`src/rtl/move_sequencer.sv`:
```
// move_sequencer: per-frame sprite motion; proposes x then y moves to an external
// collision checker over a valid/ack probe and commits the accepted position.
module move_sequencer #(
    parameter int X_INIT = 40,
    parameter int Y_INIT = 400,
    parameter int X_MAX  = 619,
    parameter int Y_MAX  = 459,
    parameter int STEP_X = 2,
    parameter int JUMP_V = 8,
    parameter int VMAX   = 8
) (
    input  logic       clk,
    input  logic       clrn,
    input  logic       frame_tick,
    input  logic [3:0] wsad_down,
    input  logic       restart,
    output logic       probe_valid,
    output logic [9:0] probe_x,
    output logic [8:0] probe_y,
    input  logic       probe_ack,
    input  logic [1:0] collision_state,
    output logic [9:0] x_blue,
    output logic [8:0] y_blue,
    output logic [2:0] blue_state,
    output logic       update_done,
    output logic       overrun
);
    localparam logic signed [4:0]  JV = 5'(JUMP_V);
    localparam logic signed [4:0]  VM = 5'(VMAX);
    localparam logic signed [10:0] XM = 11'(X_MAX);
    localparam logic signed [10:0] YM = 11'(Y_MAX);
    localparam logic signed [10:0] SX = 11'(STEP_X);

    typedef enum logic [2:0] {IDLE, PROBE_X, PROBE_Y, COMMIT, DEAD, WIN} state_t;
    state_t state;

    logic signed [4:0]  vy, vy_n;
    logic signed [10:0] x_sum, y_sum;
    logic [9:0] x_acc, x_cand, x_next;
    logic [8:0] y_acc, y_cand, y_next;
    logic grounded, goal, need_y, dir_l, dir_r;
    logic go_l, go_r, need_x, need_y_n, unused_s;

    assign unused_s = wsad_down[2];

    always_comb begin
        go_r     = wsad_down[0] & ~wsad_down[1];
        go_l     = wsad_down[1] & ~wsad_down[0];
        vy_n     = (wsad_down[3] && grounded) ? -JV : (vy < VM) ? vy + 5'sd1 : VM;
        x_sum    = $signed({1'b0, x_blue}) + (go_r ? SX : go_l ? -SX : 11'sd0);
        y_sum    = $signed({2'b00, y_blue}) + $signed({{6{vy_n[4]}}, vy_n});
        x_next   = x_sum < 11'sd0 ? 10'd0 : x_sum > XM ? XM[9:0] : x_sum[9:0];
        y_next   = y_sum < 11'sd0 ? 9'd0 : y_sum > YM ? YM[8:0] : y_sum[8:0];
        need_x   = x_next != x_blue;
        need_y_n = vy_n != 5'sd0 && y_next != y_blue;
    end

    always_ff @(posedge clk or negedge clrn) begin
        if (!clrn) begin
            state       <= IDLE;
            x_blue      <= 10'(X_INIT);
            y_blue      <= 9'(Y_INIT);
            blue_state  <= 3'd0;
            vy          <= 5'sd0;
            grounded    <= 1'b1;
            goal        <= 1'b0;
            need_y      <= 1'b0;
            dir_l       <= 1'b0;
            dir_r       <= 1'b0;
            x_acc       <= '0;
            y_acc       <= '0;
            x_cand      <= '0;
            y_cand      <= '0;
            probe_valid <= 1'b0;
            probe_x     <= '0;
            probe_y     <= '0;
            update_done <= 1'b0;
            overrun     <= 1'b0;
        end else if (restart) begin
            state       <= IDLE;
            x_blue      <= 10'(X_INIT);
            y_blue      <= 9'(Y_INIT);
            blue_state  <= 3'd0;
            vy          <= 5'sd0;
            grounded    <= 1'b1;
            probe_valid <= 1'b0;
            update_done <= 1'b0;
            overrun     <= 1'b0;
        end else begin
            update_done <= 1'b0;
            if (frame_tick && (state == PROBE_X || state == PROBE_Y || state == COMMIT))
                overrun <= 1'b1;
            case (state)
                IDLE: if (frame_tick) begin
                    vy          <= vy_n;
                    x_cand      <= x_next;
                    y_cand      <= y_next;
                    x_acc       <= x_blue;
                    y_acc       <= y_blue;
                    goal        <= 1'b0;
                    need_y      <= need_y_n;
                    dir_l       <= go_l;
                    dir_r       <= go_r;
                    probe_valid <= need_x || need_y_n;
                    probe_x     <= need_x ? x_next : x_blue;
                    probe_y     <= need_x ? y_blue : y_next;
                    state       <= need_x ? PROBE_X : need_y_n ? PROBE_Y : COMMIT;
                end
                PROBE_X: if (probe_valid && probe_ack) begin
                    probe_valid <= 1'b0;
                    if (collision_state == 2'b10) begin
                        state      <= DEAD;
                        blue_state <= 3'd5;
                    end else begin
                        if (collision_state != 2'b01) x_acc <= x_cand;
                        goal    <= collision_state == 2'b11;
                        probe_x <= collision_state == 2'b01 ? x_acc : x_cand;
                        probe_y <= y_cand;
                        state   <= need_y ? PROBE_Y : COMMIT;
                    end
                end
                // Entered from PROBE_X with valid low: raise it one cycle later.
                PROBE_Y: if (!probe_valid) probe_valid <= 1'b1;
                else if (probe_ack) begin
                    probe_valid <= 1'b0;
                    case (collision_state)
                        2'b00: begin
                            y_acc    <= y_cand;
                            grounded <= 1'b0;
                            state    <= COMMIT;
                        end
                        2'b01: begin
                            vy <= 5'sd0;
                            if (vy > 5'sd0) grounded <= 1'b1;
                            state <= COMMIT;
                        end
                        2'b10: begin
                            state      <= DEAD;
                            blue_state <= 3'd5;
                        end
                        default: begin
                            y_acc <= y_cand;
                            goal  <= 1'b1;
                            state <= COMMIT;
                        end
                    endcase
                end
                COMMIT: begin
                    x_blue      <= x_acc;
                    y_blue      <= y_acc;
                    update_done <= 1'b1;
                    blue_state  <= goal ? 3'd6 : !grounded ? (vy < 5'sd0 ? 3'd3 : 3'd4)
                                 : dir_l ? 3'd1 : dir_r ? 3'd2 : 3'd0;
                    state       <= goal ? WIN : IDLE;
                end
                default: ;
            endcase
        end
    end
endmodule

```
`config.mk`:
```
export PLATFORM = sky130hd
export DESIGN_NAME = move_sequencer
export DESIGN_NICKNAME = d
export VERILOG_FILES = /design/src/rtl/move_sequencer.sv
export SDC_FILE = /design/constraint.sdc
export NUM_CORES = 1
export LEC_CHECK = 0
export BUFFER_PORTS_ARGS = -buffer_cell sky130_fd_sc_hd__buf_2
export CORE_MARGIN = 5
export CORE_UTILIZATION = 65
export DETAILED_ROUTE_END_ITERATION = 8
export PLACE_DENSITY = 0.86
export SYNTH_ARGS = -nofsm -noshare
export SYNTH_HDL_FRONTEND = slang
export SYNTH_SLANG_ARGS = --single-unit
```
`constraint.sdc`:
```
create_clock -name clk -period 6.2 [get_ports clk]
set_input_delay 0.93 -clock clk [delete_from_list [all_inputs] [get_ports clk]]
set_output_delay 0.93 -clock clk [all_outputs]
set_load 0.005 [all_outputs]
```
Word-level counts from Yosys, hierarchy flattened:

Cells that the tools add are included.

* equality and inequality tests: 23
* $lt $le $gt $ge: 7
* reductions and logical operators: 35
* add/subtract/negate cells: 3
* mux-type cells: 85
* bitwise gates (word level): 5

Operators by type and width (number)
* 10-bit two-way mux: 13
* 9-bit two-way mux: 12
* 3-bit two-way mux: 16
* 10-bit case mux with 2 select lines: 2
* 9-bit case mux with 2 select lines: 2
* 5-bit two-way mux: 7
* 11-bit by 1-bit less-than comparator with 1-bit output, second input constant: 2
* 1-bit two-way mux: 22
* 11-bit two-way mux: 2
* 5-bit AND reduction: 4
* 2-bit nonzero test: 7
* 2-bit inequality test, second input constant: 6
* 3-bit case mux with 4 select lines: 1
* 6-bit AND reduction: 2
* 10-bit by 5-bit adder with 11-bit output: 1
* 11-bit adder: 1
* 11-bit by 10-bit greater-than comparator with 1-bit output, second input constant: 1
* 11-bit greater-than comparator, second input constant: 1
* 10-bit inequality test: 1
* 5-bit case mux with 2 select lines: 1
* 5-bit nonzero test: 2
* 3-bit by 2-bit inequality test with 1-bit output, second input constant: 3
* 3-bit inequality test, second input constant: 3
* 9-bit inequality test: 1
* other kinds (26): 45

* bits of input ports: 11
* output and inout port bits: 44
* bits in registers: 95
* word-level logic and storage cells: 177

Logic depth before layout (Yosys ltp):

Gate-level depths: netlist of the first run.

* word-level depth: 14
* mapped depth: 17
* depth with buffers taken out: 16

Worst setup path after synthesis of the first run:

OpenSTA, ideal clock, no wires.

* path kind: in2reg
* start point: in wsad_down[3]
* end point: reg need_y
* library setup time: 125 ps
* cell stages on the path: 17
* data arrival time: 4283 ps
* setup slack: 1792 ps
* required time: 6075 ps
* buffers on the path: 1
* cells stage by stage: and2_1 buf_6 a21o_1 nor2_1 ha_1 inv_1 fa_1 nand2b_1 a21o_1 a211oi_1 nor3_1 nor4b_4 o31a_1 xnor2_1 and4_4 a21oi_1 mux2_2

* cells in the longest elaborated chain, start to end: 8
* elaborated cells between the ends (all ways): 10
* those cells by class: 1 x add/sub; 2 x order compare; 1 x eq/ne; 3 x mux; 3 x reduce/logical

Ends and longest elaborated chain
* start, declared: RTL line 15 `input logic [3:0] wsad_down,`
* 1-bit logical AND *: RTL line 49 `vy_n = (wsad_down[3] && grounded) ? -JV : (vy < VM) ? vy + 5'sd1 : VM;`
* 5-bit two-way mux *: RTL line 49
* 10-bit by 5-bit adder with 11-bit output: RTL line 51 `y_sum = $signed({2'b00, y_blue}) + $signed({{6{vy_n[4]}}, vy_n});`
* 11-bit by 10-bit greater-than comparator with 1-bit output: RTL line 53 `y_next = y_sum < 11'sd0 ? 9'd0 : y_sum > YM ? YM[8:0] : y_sum[8:0];`
* 9-bit two-way mux (2 in a row): RTL line 53
* 9-bit inequality test: RTL line 55 `need_y_n = vy_n != 5'sd0 && y_next != y_blue;`
* 1-bit logical AND *: RTL line 55
* end signal, assigned: RTL line 101 `need_y <= need_y_n;`
* end, declared: RTL line 41 `logic grounded, goal, need_y, dir_l, dir_r;`

Mark *: on every way between the ends. The rest lies on a longest branch, timed or not.
A chain may end at the register's enable or synchronous reset.

Worst setup path in the final report of the first run:

* start point: in wsad_down[0]
* end point: reg probe_valid

* cells in the longest elaborated chain, start to end: 13
* elaborated cells between the ends (all ways): 15
* those cells by class: 1 x add/sub; 2 x order compare; 1 x eq/ne; 7 x mux; 3 x bitwise; 1 x reduce/logical

Ends and longest elaborated chain
* 1-bit inverter *: RTL line 48 `go_l = wsad_down[1] & ~wsad_down[0];`
* 1-bit bitwise AND *: RTL line 48
* via go_l: RTL line 42 `logic go_l, go_r, need_x, need_y_n, unused_s;`
* 11-bit two-way mux * (2 in a row): RTL line 50 `x_sum = $signed({1'b0, x_blue}) + (go_r ? SX : go_l ? -SX : 11'sd0);`
* 11-bit adder *: RTL line 50
* 11-bit greater-than comparator: RTL line 52 `x_next = x_sum < 11'sd0 ? 10'd0 : x_sum > XM ? XM[9:0] : x_sum[9:0];`
* 10-bit two-way mux: RTL line 52
* 10-bit two-way mux *: RTL line 52
* 10-bit inequality test *: RTL line 54 `need_x = x_next != x_blue;`
* 1-bit logical OR *: RTL line 104 `probe_valid <= need_x || need_y_n;`
* 1-bit two-way mux *: RTL line 94 `IDLE: if (frame_tick) begin`
* 1-bit case mux with 3 select lines *: RTL line 93 `case (state)`
* 1-bit two-way mux *: RTL line 79 `end else if (restart) begin`
* end signal, assigned: RTL line 104
* end, declared: RTL line 17 `output logic probe_valid,`

The timed path passes the listed nets; every way through them passes the cells marked *. The select of a mux whose other input is x is not followed.

==> impl_metrics.tcl, run 1 <==
set metrics [dict create \
    status "complete, no violations" \
    path_clk_slew_ns 0.10 \
    h-tree-depth 3 \
    netlist_top_cells_area "dfrtp_1, nand2_1, a21oi_1, ha_1, mux2i_1" \
    setup_violations 0 \
    drive_gt1_frac 0.1445 \
    cts_resized 0 \
    hold_viol_final 0 \
    utilization 0.7198 \
    fin_ws_ns 1.097 \
    start_util 0.6640 \
    finalWirelength_um 16990 \
    critPathLaunchType "input port" \
    fin_crit_ns 5.103 \
    grt_pass1_wl_um 28150 \
    clockBufferDepth 2 \
    synth_area_mm2 0.006490 \
    rows 36 \
    ff2ff_setup_slack_ns 1.64 \
    critPathCaptureType "flip-flop" \
    dpl_cell_area_mm2 0.006808 \
    root_buffer "clkbuf_8" \
    clk_latency_ns 0.37 \
    antenna_found_initial 0 \
    powerDensity_mw_per_mm2 325.9 \
    worstMarginPinSlew_ns 1.240 \
    timing.rr.end "state[0]$_DFFE_PN0P_" \
    first_global_vias 5705 \
    max_freq_mhz 196.0 \
    pin_count 55 \
    area_growth_pct 8.406 \
    cap_violations 0 \
    grt_max_degree 61 \
    gp_congestion 0.9418 \
    via_count 5985 \
    syn_avg_cell_area_um2 8.429 \
    ctsHoldBuffers 0 \
    gr-usage-all-layers 0.2948 \
    ir_worst_vdd_uv 264.7 \
    r2r_start "vy[0]$_DFFE_PN0P_" \
    arrival_ns 5.37 \
    ys_seq_area_frac 0.3675 \
    ys_ff_latch 95 \
    dp_slack_ns 0.7887 \
    fin_crit_sh 0.8231 \
    cts_setup_buffers 0 \
    wl_per_cell_um 18.15 \
    setup_tns_ns 0 \
    hold-worst-slack_ns 0.4851 \
    synthesis.nets 811 \
    worstSetupPathType "input port to flip-flop" \
    diodes 0 \
    r2r.worst_path.cells 15 \
    grt_overflow 0 \
    p_leak_nw 3.139 \
    numCtsBuffers 9 \
    critPathMaxFanout 12 \
    cts_sinks 95 \
    hp-class "input port to async pin" \
    port_buffers 53 \
    via_per_inst 6.394 \
    postRouteAntennaNets 0 \
    cts_tree "yes" \
    slew_viol_final 0 \
    synth_top_area_share 0.3432 \
    slew_headroom 0.1709 \
    dieArea_mm2 0.01208 \
    yosysWarnings 0 \
    syn_inst 770 \
    rsz0062_at_grt "false" \
    first_pass_iters 5 \
    design.core.area_mm2 0.009774 \
    fillers 751 \
    drt_iter0_markers 542 \
    die_y_um 109.9 \
    dp_hpwl_um 12000 \
    skew_ns 0.01505 \
    synth.largest_area_cell "dfrtp_1" \
    final_nets 839 \
    drc 0 \
    ys.flop_type "dfrtp_1" \
    synth_enable_flop_cells 0 \
    synth_cell_type_count 83 \
    worstPathRequired_ns 6.47 \
    stdcell_area_mm2 0.007036 \
    die_x_um 109.9 \
    synthArstFlopShare 1.000 \
]
[per-stage QoR]
stage | total power, W | cells
2_1_floorplan | 0.001550 | 770
3_3_place_gp | 0.001776 | 920
3_5_place_dp | 0.001818 | 920
4_1_cts | 0.002281 | 936
5_1_grt | 0.002449 | 936
6_report | 0.002293 | 936
[where the power goes]
group	internal [W]	total (W)	switching [W]
clock network	0.000232	0.000468	0.000236
registers	0.000792	0.000936	0.000144
logic	0.000352	0.000889	0.000537
total	0.00138	0.00229	0.000917
[worst max-delay path, cell delays in order]
cell,delay [ns]
buf_2,0.11
inv_1,0.05
ha_1,0.48
inv_1,0.20
fa_1,0.47
nand2b_1,0.18
a21oi_1,0.29
nor4_1,0.10
or3_1,0.43
o31ai_1,0.42
and3_1,0.23
o22ai_1,0.07
a2111o_1,0.61
or4_1,0.62
o21a_1,0.18
[synthesized netlist by cell type, drive strengths merged (5+ instances only)]
cell,count
nand3,9
xnor2,13
nor4,7
nor2b,7
a211oi,7
nand2,121
ha,28
dfrtp,89
dfstp,6
nor3,28
and2,5
o21ai,55
inv,36
mux2i,26
a31oi,5
a211o,6
a21oi,82
nand2b,7
o31ai,9
o211ai,5
clkbuf,32
mux2,7
buf,8
xor2,7
nor3b,6
or3,15
nor2,62
o311ai,5
[layout by cell type, fill, tap and decap left out, drive strengths merged, types with 7 or more instances in the layout]
| cell | synthesis | layout |
|---|---|---|
| nand2 | 121 | 121 |
| dfrtp | 89 | 89 |
| a21oi | 82 | 82 |
| nor2 | 62 | 62 |
| buf | 8 | 57 |
| o21ai | 55 | 55 |
| inv | 36 | 38 |
| ha | 28 | 28 |
| nor3 | 28 | 28 |
| mux2i | 26 | 26 |
| or3 | 15 | 15 |
| xnor2 | 13 | 13 |
| o31ai | 9 | 9 |
| nand3 | 9 | 9 |
| clkbuf | 32 | 9 |
| nand2b | 7 | 7 |
| xor2 | 7 | 7 |
| nor2b | 7 | 7 |
| nor4 | 7 | 7 |
| mux2 | 7 | 7 |
| a211oi | 7 | 7 |
[worst max-delay path by stage]
stage | startpoint | endpoint | cells after the start | slack [ns]
2_1_floorplan | wsad_down[3] | need_y$_DFFE_PN0P_ | 17 | 1.79
3_3_place_gp | wsad_down[0] | probe_valid$_DFFE_PN0P_ | 15 | 0.88
3_5_place_dp | wsad_down[0] | probe_valid$_DFFE_PN0P_ | 15 | 0.79
4_1_cts | wsad_down[0] | probe_valid$_DFFE_PN0P_ | 15 | 1.19
5_1_grt | wsad_down[0] | probe_valid$_DFFE_PN0P_ | 15 | 0.85
6_report | wsad_down[0] | probe_valid$_DFFE_PN0P_ | 15 | 1.10
[flip-flops by register name, summed over array words and instances (netlist names)]
name         cells
update_done      1
x_cand          10
need_y           1
state            3
dir_r            1
y_cand           9
dir_l            1
y_blue           9
grounded         1
x_blue          10
vy               5
probe_x         10
x_acc           10
probe_y          9
blue_state       3
probe_valid      1
y_acc            9
goal             1
overrun          1
[layer usage]
layer / global-route usage / part of all wire / vias up
met5: 0 / 0 / -
met2: 0.4688 / 0.48 / 231
li1: - / - / 2810
met1: 0.4106 / 0.44 / 2912
met3: 0.04756 / 0.065 / 32
met4: 0.09973 / 0.017 / 0
[kinds of logic (layout without fill, tap and decap cells)]
| group | after synthesis | count (layout) | share of synthesized area |
|---|---|---|---|
| and+or+nand+nor | 290 | 290 | 0.2179 |
| AOI/OAI and AO/OA | 225 | 225 | 0.2265 |
| DFF | 95 | 95 | 0.3675 |
| buffers and inverters | 77 | 110 | 0.04646 |
| muxes | 33 | 33 | 0.05225 |
| adders and majority gates | 30 | 30 | 0.06015 |
| xor gates and xnor gates | 20 | 20 | 0.02930 |
[layout make-up]
cell class              instances  area, um2  share of cell area
multi-input cells             598       3820              0.5429
clock buffers                   9      123.9             0.01761
inverters                      37      138.9             0.01974
clock inverters                 7      103.9             0.01476
well taps                     133      166.4             0.02365
repair buffers                 57      297.8             0.04233
flip-flops and latches         95       2385              0.3390
Note: power is estimated with default switching activity, not from simulation.
==> run 2, diff against run 1 <==
Settings changed: CORE_UTILIZATION 65 to 61, PLACE_DENSITY 0.86 to 0.81.
Clock period 6.2 ns to 5 ns, I/O delays scaled along.
==> run 2 against run 1 <==
Compared with the run above: via count grew 0.37%; core utilization fell by 4.1 points; cell area about the same; sequential power rose by 25%; count of clock-buffer cells in the layout did not move; first-iteration DRC count is 20% higher; combinational power grew 26%; clock skew barely moved; flip-flop and latch count did not move; critical path type unchanged; highest routed layer unchanged.
==> impl_metrics.tcl, run 2 (synthesis results as in run 1) <==
set metrics [dict create \
    numCtsBuffers 9 \
    drt_iter0_markers 652 \
    drive_gt1_frac 0.1519 \
    port_buffers 53 \
    powerDensity_mw_per_mm2 395.1 \
    grt_pass1_wl_um 28130 \
    status "complete, no violations" \
    via_count 6007 \
    root_buffer "clkbuf_8" \
    die_x_um 113.1 \
    area_growth_pct 8.502 \
    hp-class "input port to async pin" \
    first_global_vias 5737 \
    final_nets 846 \
    dieArea_mm2 0.01280 \
    drc 0 \
    skew_ns 0.01521 \
    final_common_cell "nand2_1" \
    seq_area_mm2 0.002385 \
    path_clk_slew_ns 0.11 \
    ctsHoldBuffers 0 \
    layoutNonFillerInstCount 946 \
    diodes 0 \
    via_per_inst 6.350 \
    fin_crit_sh 0.8938 \
    antenna_found_initial 0 \
    swShare 0.4167 \
    die_y_um 113.1 \
    postRouteAntennaNets 0 \
    critPathLaunchType "input port" \
    p_leak_nw 3.162 \
    clockPowerShare 0.178 \
    hold-worst-slack_ns 0.3217 \
    clk_latency_ns 0.37 \
    cts_tree "yes" \
    finalWirelength_um 16960 \
    setup_tns_ns 0 \
    r2r.worst_path.cells 17 \
    cap_violations 0 \
    critPathMaxFanout 11 \
    dp_hpwl_um 12130 \
    cts_setup_buffers 0 \
    fin_crit_ns 4.469 \
    worstSetupPathType "input port to flip-flop" \
    slew_viol_final 0 \
    comb_power_share 0.402 \
    first_pass_iters 5 \
    gp_congestion 0.9253 \
    fillers 870 \
    utilization 0.6791 \
    pin_count 55 \
    cts_resized 0 \
    slew_headroom 0.2012 \
    critPathCaptureType "flip-flop" \
    setup_violations 0 \
    rsz0062_at_grt "false" \
    rows 37 \
    power_w 0.002782 \
    h-tree-depth 3 \
    worstPathRequired_ns 5.29 \
    max_freq_mhz 223.8 \
    hold_viol_final 0 \
    worstMarginPinSlew_ns 1.195 \
    placed_cells 930 \
    cts_sinks 95 \
    arrival_ns 4.76 \
    clockBufferDepth 2 \
    ir_worst_vdd_uv 190.6 \
    p_switching_w 0.001159 \
    start_util 0.6258 \
    design.core.area_mm2 0.01037 \
    pwr-share-seq 0.420 \
    grt_overflow 0 \
    grt_max_degree 62 \
    final_cell_mix "nand2_1, dfrtp_1, a21oi_1" \
    wl_per_cell_um 17.93 \
    multi_input_area_mm2 0.003814 \
    gr-usage-all-layers 0.2656 \
    internal_power_w 0.001623 \
]
## run 2: changes by cell type in the layout (fill, tap and decap cells not counted)
| cell | change |
|---|---|
| inv_6 | +3 |
| clkinvlp_4 | -2 |
| nor3_2 | +1 |
| bufinv_16 | -2 |
| buf_4 | +7 |
| nor3_4 | -1 |
| clkinv_2 | +1 |
## run 2: path summary, 6_finish.rpt
check / start / to / slack [ns]
setup / recovery: wsad_down[0] / state[1]$_DFFE_PN0P_ / 0.53
hold / removal: clrn / probe_y[1]$_DFFE_PN0P_ / 0.32
setup reg to reg: vy[0]$_DFFE_PN0P_ / state[0]$_DFFE_PN0P_ / 0.54
hold reg to reg: blue_state[1]$_DFFE_PN0P_ / blue_state[1]$_DFFE_PN0P_ / 0.48
max in group asynchronous: clrn / probe_x[4]$_DFFE_PN0P_ / 3.52
min in group clk: blue_state[1]$_DFFE_PN0P_ / blue_state[1]$_DFFE_PN0P_ / 0.48
## run 2: power groups by stage
| stage | combinational (W) | sequential, W | clock, W |
|---|---|---|---|
| 3_5_place_dp | 0.00110 | 0.00117 | 0 |
| 2_1_floorplan | 0.000806 | 0.00112 | 0 |
| 3_3_place_gp | 0.00106 | 0.00115 | 0 |
| 6_report | 0.00112 | 0.00117 | 0.000496 |
| 4_1_cts | 0.00111 | 0.00116 | 0.000499 |
| 5_1_grt | 0.00124 | 0.00119 | 0.000534 |
## run 2: through the flow
stage                     area (um2)  setup WS [ns]
after CTS                       7042         0.5464
after floorplan                 6490         0.7720
after global placement          6858         0.3273
final                           7042         0.5310
after global routing            7042         0.1905
after detailed placement        6858         0.1671
## run 2: worst max-delay path, cell delays in order
cell and delay, ns:
buf_2 0.09, inv_1 0.04, ha_1 0.27, inv_1 0.06, ha_1 0.18, inv_1 0.06, fa_1 0.40, nand2b_1 0.19
a21oi_1 0.29, nor4_1 0.11, or3_1 0.44, o31ai_1 0.46, and3_1 0.23, o22ai_1 0.06, a2111o_1 0.35, buf_4 0.23
or3b_1 0.39, a31oi_1 0.16
## run 2: cell type report
| class | instances | share of cell area |
|---|---|---|
| Clock buffer | 9 | 0.01759 |
| Timing Repair Buffer | 64 | 0.04975 |
| Tap cell | 136 | 0.02416 |
| Multi-Input combinational cell | 598 | 0.5416 |
| Inverter | 37 | 0.01972 |
| Sequential cell | 95 | 0.3387 |
| Clock inverter | 7 | 0.008529 |
## run 2: layer usage
| layer | vias to the layer above | routed length, um | track usage |
|---|---|---|---|
| li1 | 2804 | - | - |
| met1 | 2927 | 7434 | 0.3680 |
| met2 | 259 | 8098 | 0.4333 |
| met3 | 17 | 1181 | 0.04171 |
| met4 | 0 | 248 | 0.07692 |
| met5 | - | 0 | 0 |
